==> src/rtl/id_stage_pipelined.sv <==
// Pipelined instruction-decode stage: register file with write-back bypass, control/immediate
// decode, load-use stall and an ID/EX output register with valid/ready handshake and flush.
module id_stage_pipelined #(
    parameter int WIDTH      = 32,
    parameter int REG_ADDR_W = 5
) (
    input  logic                  clk,
    input  logic                  rst,
    input  logic                  in_valid,
    output logic                  in_ready,
    input  logic [31:0]           in_instr,
    input  logic [WIDTH-1:0]      in_pc,
    input  logic                  wb_en,
    input  logic [REG_ADDR_W-1:0] wb_rd,
    input  logic [WIDTH-1:0]      wb_data,
    input  logic                  flush,
    output logic                  out_valid,
    input  logic                  out_ready,
    output logic [WIDTH-1:0]      out_pc,
    output logic [WIDTH-1:0]      out_rs1_data,
    output logic [WIDTH-1:0]      out_rs2_data,
    output logic [WIDTH-1:0]      out_imm,
    output logic [REG_ADDR_W-1:0] out_rs1,
    output logic [REG_ADDR_W-1:0] out_rs2,
    output logic [REG_ADDR_W-1:0] out_rd,
    output logic [3:0]            out_alu_ctrl,
    output logic                  out_alu_src,
    output logic                  out_branch,
    output logic                  out_mem_read,
    output logic                  out_mem_write,
    output logic                  out_mem_to_reg,
    output logic                  out_reg_write,
    output logic [2:0]            out_mem_ctrl,
    output logic                  out_illegal
);

    localparam int NumRegs = 2 ** REG_ADDR_W;

    localparam logic [6:0] OpR      = 7'b0110011;
    localparam logic [6:0] OpImm    = 7'b0010011;
    localparam logic [6:0] OpLoad   = 7'b0000011;
    localparam logic [6:0] OpStore  = 7'b0100011;
    localparam logic [6:0] OpBranch = 7'b1100011;
    localparam logic [6:0] OpLui    = 7'b0110111;
    localparam logic [6:0] OpAuipc  = 7'b0010111;
    localparam logic [6:0] OpJal    = 7'b1101111;
    localparam logic [6:0] OpJalr   = 7'b1100111;

    localparam logic [3:0] AluAnd   = 4'b0000;
    localparam logic [3:0] AluOr    = 4'b0001;
    localparam logic [3:0] AluAdd   = 4'b0010;
    localparam logic [3:0] AluXor   = 4'b0011;
    localparam logic [3:0] AluSll   = 4'b0100;
    localparam logic [3:0] AluSrl   = 4'b0101;
    localparam logic [3:0] AluSub   = 4'b0110;
    localparam logic [3:0] AluSlt   = 4'b0111;
    localparam logic [3:0] AluSltu  = 4'b1000;
    localparam logic [3:0] AluSra   = 4'b1001;
    localparam logic [3:0] AluPassB = 4'b1010;

    function automatic logic [3:0] alu_from_funct3(input logic [2:0] f3, input logic alt);
        logic [3:0] code;
        case (f3)
            3'b000:  code = alt ? AluSub : AluAdd;
            3'b001:  code = AluSll;
            3'b010:  code = AluSlt;
            3'b011:  code = AluSltu;
            3'b100:  code = AluXor;
            3'b101:  code = alt ? AluSra : AluSrl;
            3'b110:  code = AluOr;
            default: code = AluAnd;
        endcase
        return code;
    endfunction

    logic [WIDTH-1:0]      regs_q [NumRegs];
    logic [6:0]            opcode;
    logic [2:0]            funct3;
    logic [REG_ADDR_W-1:0] rs1, rs2, rd;
    logic [WIDTH-1:0]      rs1_data, rs2_data;

    assign opcode = in_instr[6:0];
    assign funct3 = in_instr[14:12];
    assign rd     = REG_ADDR_W'(in_instr[11:7]);
    assign rs1    = REG_ADDR_W'(in_instr[19:15]);
    assign rs2    = REG_ADDR_W'(in_instr[24:20]);

    always_ff @(posedge clk or posedge rst) begin
        if (rst) begin
            for (int i = 0; i < NumRegs; i++) begin
                regs_q[i] <= '0;
            end
        end else if (wb_en && wb_rd != '0) begin
            regs_q[wb_rd] <= wb_data;
        end
    end

    // Write-first bypass so an instruction decoded in the WB cycle sees the new value.
    always_comb begin
        rs1_data = '0;
        rs2_data = '0;
        if (rs1 != '0) begin
            rs1_data = (wb_en && wb_rd == rs1) ? wb_data : regs_q[rs1];
        end
        if (rs2 != '0) begin
            rs2_data = (wb_en && wb_rd == rs2) ? wb_data : regs_q[rs2];
        end
    end

    logic signed [31:0] imm_i, imm_s, imm_b, imm_u, imm_j;
    assign imm_i = {{20{in_instr[31]}}, in_instr[31:20]};
    assign imm_s = {{20{in_instr[31]}}, in_instr[31:25], in_instr[11:7]};
    assign imm_b = {{20{in_instr[31]}}, in_instr[7], in_instr[30:25], in_instr[11:8], 1'b0};
    assign imm_u = {in_instr[31:12], 12'b0};
    assign imm_j = {{12{in_instr[31]}}, in_instr[19:12], in_instr[20], in_instr[30:21], 1'b0};

    logic signed [31:0] imm32;
    logic [3:0]         alu_ctrl;
    logic               alu_src, branch, mem_read, mem_write, mem_to_reg, reg_write;
    logic [2:0]         mem_ctrl;
    logic               illegal, uses_rs1, uses_rs2;

    always_comb begin
        imm32      = '0;
        alu_ctrl   = AluAnd;
        alu_src    = 1'b0;
        branch     = 1'b0;
        mem_read   = 1'b0;
        mem_write  = 1'b0;
        mem_to_reg = 1'b0;
        reg_write  = 1'b0;
        mem_ctrl   = 3'b000;
        illegal    = 1'b0;
        uses_rs1   = 1'b0;
        uses_rs2   = 1'b0;
        case (opcode)
            OpR: begin
                alu_ctrl  = alu_from_funct3(funct3, in_instr[30]);
                reg_write = 1'b1;
                uses_rs1  = 1'b1;
                uses_rs2  = 1'b1;
            end
            OpImm: begin
                // Bit 30 is part of the immediate except for the shift-right pair.
                alu_ctrl  = alu_from_funct3(funct3, (funct3 == 3'b101) && in_instr[30]);
                imm32     = imm_i;
                alu_src   = 1'b1;
                reg_write = 1'b1;
                uses_rs1  = 1'b1;
            end
            OpLoad: begin
                alu_ctrl   = AluAdd;
                imm32      = imm_i;
                alu_src    = 1'b1;
                mem_read   = 1'b1;
                mem_to_reg = 1'b1;
                reg_write  = 1'b1;
                mem_ctrl   = funct3;
                uses_rs1   = 1'b1;
            end
            OpStore: begin
                alu_ctrl  = AluAdd;
                imm32     = imm_s;
                alu_src   = 1'b1;
                mem_write = 1'b1;
                mem_ctrl  = funct3;
                uses_rs1  = 1'b1;
                uses_rs2  = 1'b1;
            end
            OpBranch: begin
                alu_ctrl = AluSub;
                imm32    = imm_b;
                branch   = 1'b1;
                uses_rs1 = 1'b1;
                uses_rs2 = 1'b1;
            end
            OpLui: begin
                alu_ctrl  = AluPassB;
                imm32     = imm_u;
                alu_src   = 1'b1;
                reg_write = 1'b1;
            end
            OpAuipc: begin
                alu_ctrl  = AluAdd;
                imm32     = imm_u;
                alu_src   = 1'b1;
                reg_write = 1'b1;
            end
            OpJal: begin
                alu_ctrl  = AluAdd;
                imm32     = imm_j;
                alu_src   = 1'b1;
                reg_write = 1'b1;
                branch    = 1'b1;
            end
            OpJalr: begin
                alu_ctrl  = AluAdd;
                imm32     = imm_i;
                alu_src   = 1'b1;
                reg_write = 1'b1;
                branch    = 1'b1;
                uses_rs1  = 1'b1;
            end
            default: illegal = 1'b1;
        endcase
    end

    logic hazard;
    assign hazard = out_valid && out_mem_read && (out_rd != '0) && in_valid &&
                    ((uses_rs1 && rs1 == out_rd) || (uses_rs2 && rs2 == out_rd));

    // Flush forces ready so IF drops its word in the same cycle.
    assign in_ready = flush || ((!out_valid || out_ready) && !hazard);

    always_ff @(posedge clk or posedge rst) begin
        if (rst) begin
            out_valid      <= 1'b0;
            out_pc         <= '0;
            out_rs1_data   <= '0;
            out_rs2_data   <= '0;
            out_imm        <= '0;
            out_rs1        <= '0;
            out_rs2        <= '0;
            out_rd         <= '0;
            out_alu_ctrl   <= '0;
            out_alu_src    <= 1'b0;
            out_branch     <= 1'b0;
            out_mem_read   <= 1'b0;
            out_mem_write  <= 1'b0;
            out_mem_to_reg <= 1'b0;
            out_reg_write  <= 1'b0;
            out_mem_ctrl   <= '0;
            out_illegal    <= 1'b0;
        end else if (flush) begin
            out_valid <= 1'b0;
        end else if (in_valid && in_ready) begin
            out_valid      <= 1'b1;
            out_pc         <= in_pc;
            out_rs1_data   <= rs1_data;
            out_rs2_data   <= rs2_data;
            out_imm        <= WIDTH'(imm32);
            out_rs1        <= rs1;
            out_rs2        <= rs2;
            out_rd         <= rd;
            out_alu_ctrl   <= alu_ctrl;
            out_alu_src    <= alu_src;
            out_branch     <= branch;
            out_mem_read   <= mem_read;
            out_mem_write  <= mem_write;
            out_mem_to_reg <= mem_to_reg;
            out_reg_write  <= reg_write;
            out_mem_ctrl   <= mem_ctrl;
            out_illegal    <= illegal;
        end else if (out_ready) begin
            out_valid <= 1'b0;
        end
    end

endmodule

==> config.mk <==
export PLATFORM = sky130hd
export DESIGN_NAME = id_stage_pipelined
export DESIGN_NICKNAME = d
export VERILOG_FILES = /design/src/rtl/id_stage_pipelined.sv
export SDC_FILE = /design/constraint.sdc
export NUM_CORES = 2
export LEC_CHECK = 0
export CORE_MARGIN = 4
export CORE_UTILIZATION = 36
export DETAILED_ROUTE_END_ITERATION = 7
export HOLD_SLACK_MARGIN = 0.12
export PLACE_DENSITY = 0.49
export SLEW_MARGIN = 20
export SYNTH_ARGS = -nofsm -noshare
export SYNTH_HDL_FRONTEND = slang
export SYNTH_SLANG_ARGS = --single-unit
==> constraint.sdc <==
create_clock -name clk -period 103.8 [get_ports clk]
set_input_delay 15.57 -clock clk [delete_from_list [all_inputs] [get_ports clk]]
set_output_delay 15.57 -clock clk [all_outputs]
set_load 0.02 [all_outputs]
---- After elaboration in Yosys (flattened, before gate mapping) ----
Cells that the tools add are included.
W data, S select, Z words.
word-level totals
  flip-flop bits (word level) ............. 1181
  output and inout port bits .............. 159
  logic and storage cells ................. 143
cells by class
  $lt $le $gt $ge ......................... 4
  equal/unequal tests ..................... 19
  mux-type cells .......................... 33
  bitwise logic cells ..................... 4
  reductions and logical operators ........ 35
operator list
  cell                  count
  $bwmux W1024          1
  $bmux W32 S5          2
  $mux W32              9
  $demux W32 S5         1
  $pmux W32 S5          1
  $pmux W4 S7           2
  $eq A7 B6 Y1 const B  3
  $eq A7 B7 Y1 const B  3
  $eq A5 B5 Y1          4
  $pmux W4 S5           1
  $reduce_bool A5 Y1    4
  $ge A6 B6 Y1 const B  3
  $not A5 Y6            3
  $eq A7 B5 Y1 const B  2
  $reduce_or A7 Y1      2
  $logic_and A1 B1 Y1   13
  $mux W1               11
  $eq A3 B3 Y1 const B  3
  $mux W3               3
  $reduce_or A3 Y1      3
  $reduce_or A9 Y1      1
  $mux W4               2
  $eq A7 B2 Y1 const B  1
  $eq A3 B2 Y1 const B  2
  11 further kinds      15

---- Depth between registers and ports, before layout ----
  depth in word-level cells ............... 12
  mapped depth ............................ 11
  gate-level depth less buffers ........... 6

---- Least setup slack after synthesis ----
OpenSTA, ideal clock, no wires.
  kind .................................... input to output
  start point ............................. in in_instr[2]
  end point ............................... out in_ready
  data arrival time ....................... 16.711 ns
  data required time ...................... 88.230 ns
  setup slack ............................. 71.519 ns
  stages on the path ...................... 5
  cell sequence ........................... buf_6 -> nand4bb_4 -> or3_1 -> a2bb2oi_1 -> o22a_1
on the way
  cells in the longest elaborated chain, start to end .. 9
  elaborated cells on any way between the ends .. 17
  classes of those cells .................. eq/ne: 6; mux: 2; reduce/logical: 9
ends and longest elaborated chain
  element                                                                RTL line  source
  start, declared                                                        11        input logic [31:0] in_instr,
  $eq A7 B5 Y1, or another cell as far along                             136       case (opcode)
  $reduce_or A6 Y1 (no source line) or $reduce_or A3 Y1 (tied branches)  -
  $mux W1                                                                136
  $logic_and A1 B1 Y1                                                    210       ((uses_rs1 && rs1 == out_rd) || (uses_rs2 && rs2 == out_rd));
  $logic_or A1 B1 Y1 (*)                                                 210
  $logic_and A1 B1 Y1 (*)                                                209       assign hazard = out_valid && out_mem_read && (out_rd != '0) && in_valid &&
  $logic_not A1 Y1 (*)                                                   213       assign in_ready = flush || ((!out_valid || out_ready) && !hazard);
  $logic_and A1 B1 Y1 (*)                                                213
  $logic_or A1 B1 Y1 (*)                                                 213
  end, declared                                                          10        output logic in_ready,
Mark *: on every way between the ends. The rest lies on a longest branch, timed or not.

---- Worst setup path in the final report ----
  start point ............................. in in_instr[24]
  end point ............................... out in_ready
on the way
  cells in the longest elaborated chain, start to end .. 7
ends and longest elaborated chain
  element              RTL line
  $eq A5 B5 Y1         210
  $logic_and A1 B1 Y1  210
  $logic_or A1 B1 Y1   210
  $logic_and A1 B1 Y1  209
  $logic_not A1 Y1     213
  $logic_and A1 B1 Y1  213
  $logic_or A1 B1 Y1   213
Every way passes these cells.

==> flow_metrics.py <==
metrics = {
    "sta": {
        "slew_headroom_pct": 21.8,
        "hold_viol_final": 0,
        "tns_ns": 0,
        "period_needed_ns": 33.53,
        "rsz0062_at_grt": "false",
        "worst_slack_ns": 70.27,
        "skew_ns": 0.0229,
        "finalMaxSlewViolations": 0,
        "min_period_over_period_pct": 32.3,
        "tightestPinTransition_ns": 1.17,
        "fmax_mhz": 29.8,
        "setup-violations-final": 0,
    },
    "floorplanning": {
        "ios": 266,
        "die_area_sq_um": 177000,
        "start_util_pct": 36.3,
        "die_w_um": 421,
        "core-area_sq_um": 169000,
        "die_h_um": 421,
        "rows": 151,
    },
    "worst_hold_path": {
        "hold_path.class": "reg2reg",
    },
    "power_and_ir_drop": {
        "ir_worst_vdd_uv": 13.3,
        "powerDensity_nw_per_um2": 19.7,
        "p_leak_uw": 0.0300,
    },
    "synth": {
        "synthAdderAreaFrac_pct": 0,
        "synth_top_cell_by_area": "dfrtp_1",
        "synth_top_family_by_area": "multiplexers",
        "synth_compound_area_share_pct": 4.05,
        "synth_nets": 4337,
        "synth-xor-area-share_pct": 0.285,
        "yosys.area_share.simple_pct": 3.11,
        "synth_area_leaders": "dfrtp_1 48%, mux2_2 19%, mux4_2 18%",
        "synth_edf_count": 0,
        "synth_ff_type": "dfrtp_1",
        "syn_area_sq_um": 61500,
        "synth-seq-cells": 1181,
        "yosysWarnings": 0,
        "seq_area_frac_synth_pct": 48.1,
        "yosysUniqueCellTypes": 55,
        "synthMuxAreaShare_pct": 41.1,
        "yosysTopAreaCellShare_pct": 48.1,
        "synth_area_per_cell_sq_um": 14.5,
        "synthArstFlopShare_pct": 100,
        "syn_inst": 4230,
    },
    "clock_tree": {
        "cts_buffer_depth": 3,
        "postCtsHoldBufs": 0,
        "ctsRootBufferMaster": "clkbuf_16",
        "post_cts_resized": 0,
        "clkTransAtPathRegs_ns": 0.06,
        "htree_levels": 4,
        "numCtsBuffers": 141,
        "clock_latency_ns": 0.77,
        "postCtsSetupBuffers": 0,
        "cts_sinks": 1181,
        "cts_tree": "yes",
    },
    "finish": {
        "n_fill_cell": 15500,
        "fin_nets": 4388,
        "top_register": "regs_q",
        "multi_input_area_sq_um": 30100,
        "area_growth_pct": 14.7,
        "drive_above_1_share_pct": 43.9,
        "largest_reg_flops": 1024,
        "final-seq-area_sq_um": 29600,
        "fin_cells": 6603,
    },
    "placed_design": {
        "port_buffers": 265,
        "gp_congestion": 0.772,
        "hpwl_mm": 117,
        "dp_cells": 6356,
        "place_ws_ns": 70.23,
    },
    "drt": {
        "drc": 0,
        "vias": 38900,
        "ant_nets": 0,
        "viasPerCell": 5.90,
        "routed_wl_mm": 207,
        "drt-initial-drc-count": 2835,
        "drt_pass1_iterations": 5,
        "routedWlPerCell_um": 31.3,
    },
    "global_route": {
        "grt_usage_pct": 23.2,
        "grt-ovfl-total": 0,
        "grt_max_degree": 165,
        "grt_pass1_vias": 40400,
        "antenna_found_initial": 5,
        "grt_pass1_wl_mm": 304,
    },
    "worst_setup_path": {
        "cp-end-kind": "primary output",
        "arrival_ns": 17.96,
        "critPathKind": "in2out",
        "critPathLaunchType": "input pin",
        "worst_ep_required_time_ns": 88.23,
        "critPathMaxFanout": 9,
    },
    "job": {
        "drv_cap": 0,
    },
    "status": {
        "status": "finished, final reports clean",
    },
}
==> worst paths after layout <==
| kind | cells past startpoint | to | slack (ns) | startpoint |
|---|---|---|---|---|
| max | 6 | in_ready | 70.27 | in_instr[24] |
| min | 0 | regs_q[1017] | 0.40 | regs_q[1017] |
| max reg2reg | 7 | out_rs1_data[20] | 99.76 | out_rd[4] |
| min reg2reg | 0 | regs_q[1017] | 0.40 | regs_q[1017] |
| max in group asynchronous | 7 | regs_q[977] | 83.72 | rst |
| min in group asynchronous | 2 | out_pc[15] | 15.32 | rst |
==> Yosys cell counts (all sizes together) (4+ instances only) <==
| master | number |
|---|---|
| nand3 | 14 |
| or3 | 4 |
| a211oi | 25 |
| xnor2 | 5 |
| o221ai | 27 |
| o211ai | 27 |
| nand4b | 25 |
| a22o | 16 |
| nor3 | 16 |
| nor2b | 37 |
| xor2 | 15 |
| inv | 5 |
| o31ai | 17 |
| nand2 | 185 |
| buf | 222 |
| nor3b | 4 |
| mux2i | 243 |
| nand4 | 4 |
| a31oi | 6 |
| nor4 | 8 |
| nor2 | 63 |
| mux2 | 1062 |
| nand3b | 5 |
| o22ai | 65 |
| o21ai | 90 |
| clkbuf | 242 |
| mux4 | 482 |
| nand2b | 11 |
| a21oi | 53 |
| o2111ai | 6 |
| a211o | 7 |
| a22oi | 30 |
| dfrtp | 1181 |
| and2 | 5 |
==> layout by cell type (no fill, tap or decap), drive strengths merged, types with 8 or more instances in the layout <==
cell type / synthesis / layout
o31ai: 17 / 17
o211ai: 27 / 27
o22ai: 65 / 65
nor2b: 37 / 37
mux2: 1062 / 1062
mux4: 482 / 482
buf: 222 / 126
nor4: 8 / 8
clkinv: 0 / 15
clkbuf: 242 / 215
xor2: 15 / 15
inv: 5 / 13
a22oi: 30 / 30
a22o: 16 / 16
nor3: 16 / 16
nand2: 185 / 185
o21ai: 90 / 90
a21oi: 53 / 53
o221ai: 27 / 27
clkdlybuf4s50: 0 / 246
nand2b: 11 / 11
mux2i: 243 / 243
a211oi: 25 / 25
dfrtp: 1181 / 1181
nor2: 63 / 63
nand4b: 25 / 25
nand3: 14 / 14
==> routing by layer <==
metal | GRT usage (%) | wire, um
met5 | 0 | 0
met4 | 5.42 | 4390
met3 | 2.98 | 8060
met2 | 37.8 | 99300
met1 | 33.1 | 94800
==> final cells by class <==
| type | count | share of cell area [%] |
|---|---|---|
| Sequential cell | 1181 | 41.9 |
| Multi-Input combinational cell | 2580 | 42.7 |
| Timing Repair Buffer | 372 | 5.01 |
| Clock inverter | 31 | 0.499 |
| Tap cell | 2218 | 3.94 |
| Clock buffer | 215 | 5.90 |
| Inverter | 5 | 0.0373 |
| Antenna cell | 1 | 0.00355 |
==> report_power, final <==
part	total (uW)	internal, uW	switching (uW)	leakage [uW]
combinational	284	165	119	0.0126
sequential	610	546	64.1	0.0151
clock	492	290	202	0.00222
==> through the flow <==
stage	hold slack, ns	util (%)	area (sq um)	total power [uW]
2_1_floorplan	0.441	-	61500	808
3_3_place_gp	0.377	38.9	66000	898
3_5_place_dp	0.385	38.9	66000	903
4_1_cts	0.397	41.6	70500	1400
5_1_grt	0.405	41.6	70500	1450
6_report	0.396	41.6	70500	1390
==> cells by family after synthesis <==
group | count (synthesis)
XOR/XNOR | 20
multiplexers | 1787
AO/OA/AOI/OAI | 380
flip-flops | 1181
buffers and inverters | 469
AND/OR/NAND/NOR | 393
==> worst max-delay path, stage by stage <==
cell and delay [ns]:
clkdlybuf4s50_1 0.80, xor2_1 0.20, or3_1 0.15, a2bb2oi_1 0.39
o22a_1 0.23, clkdlybuf4s50_1 0.61
(Power assumes the default switching activity.)
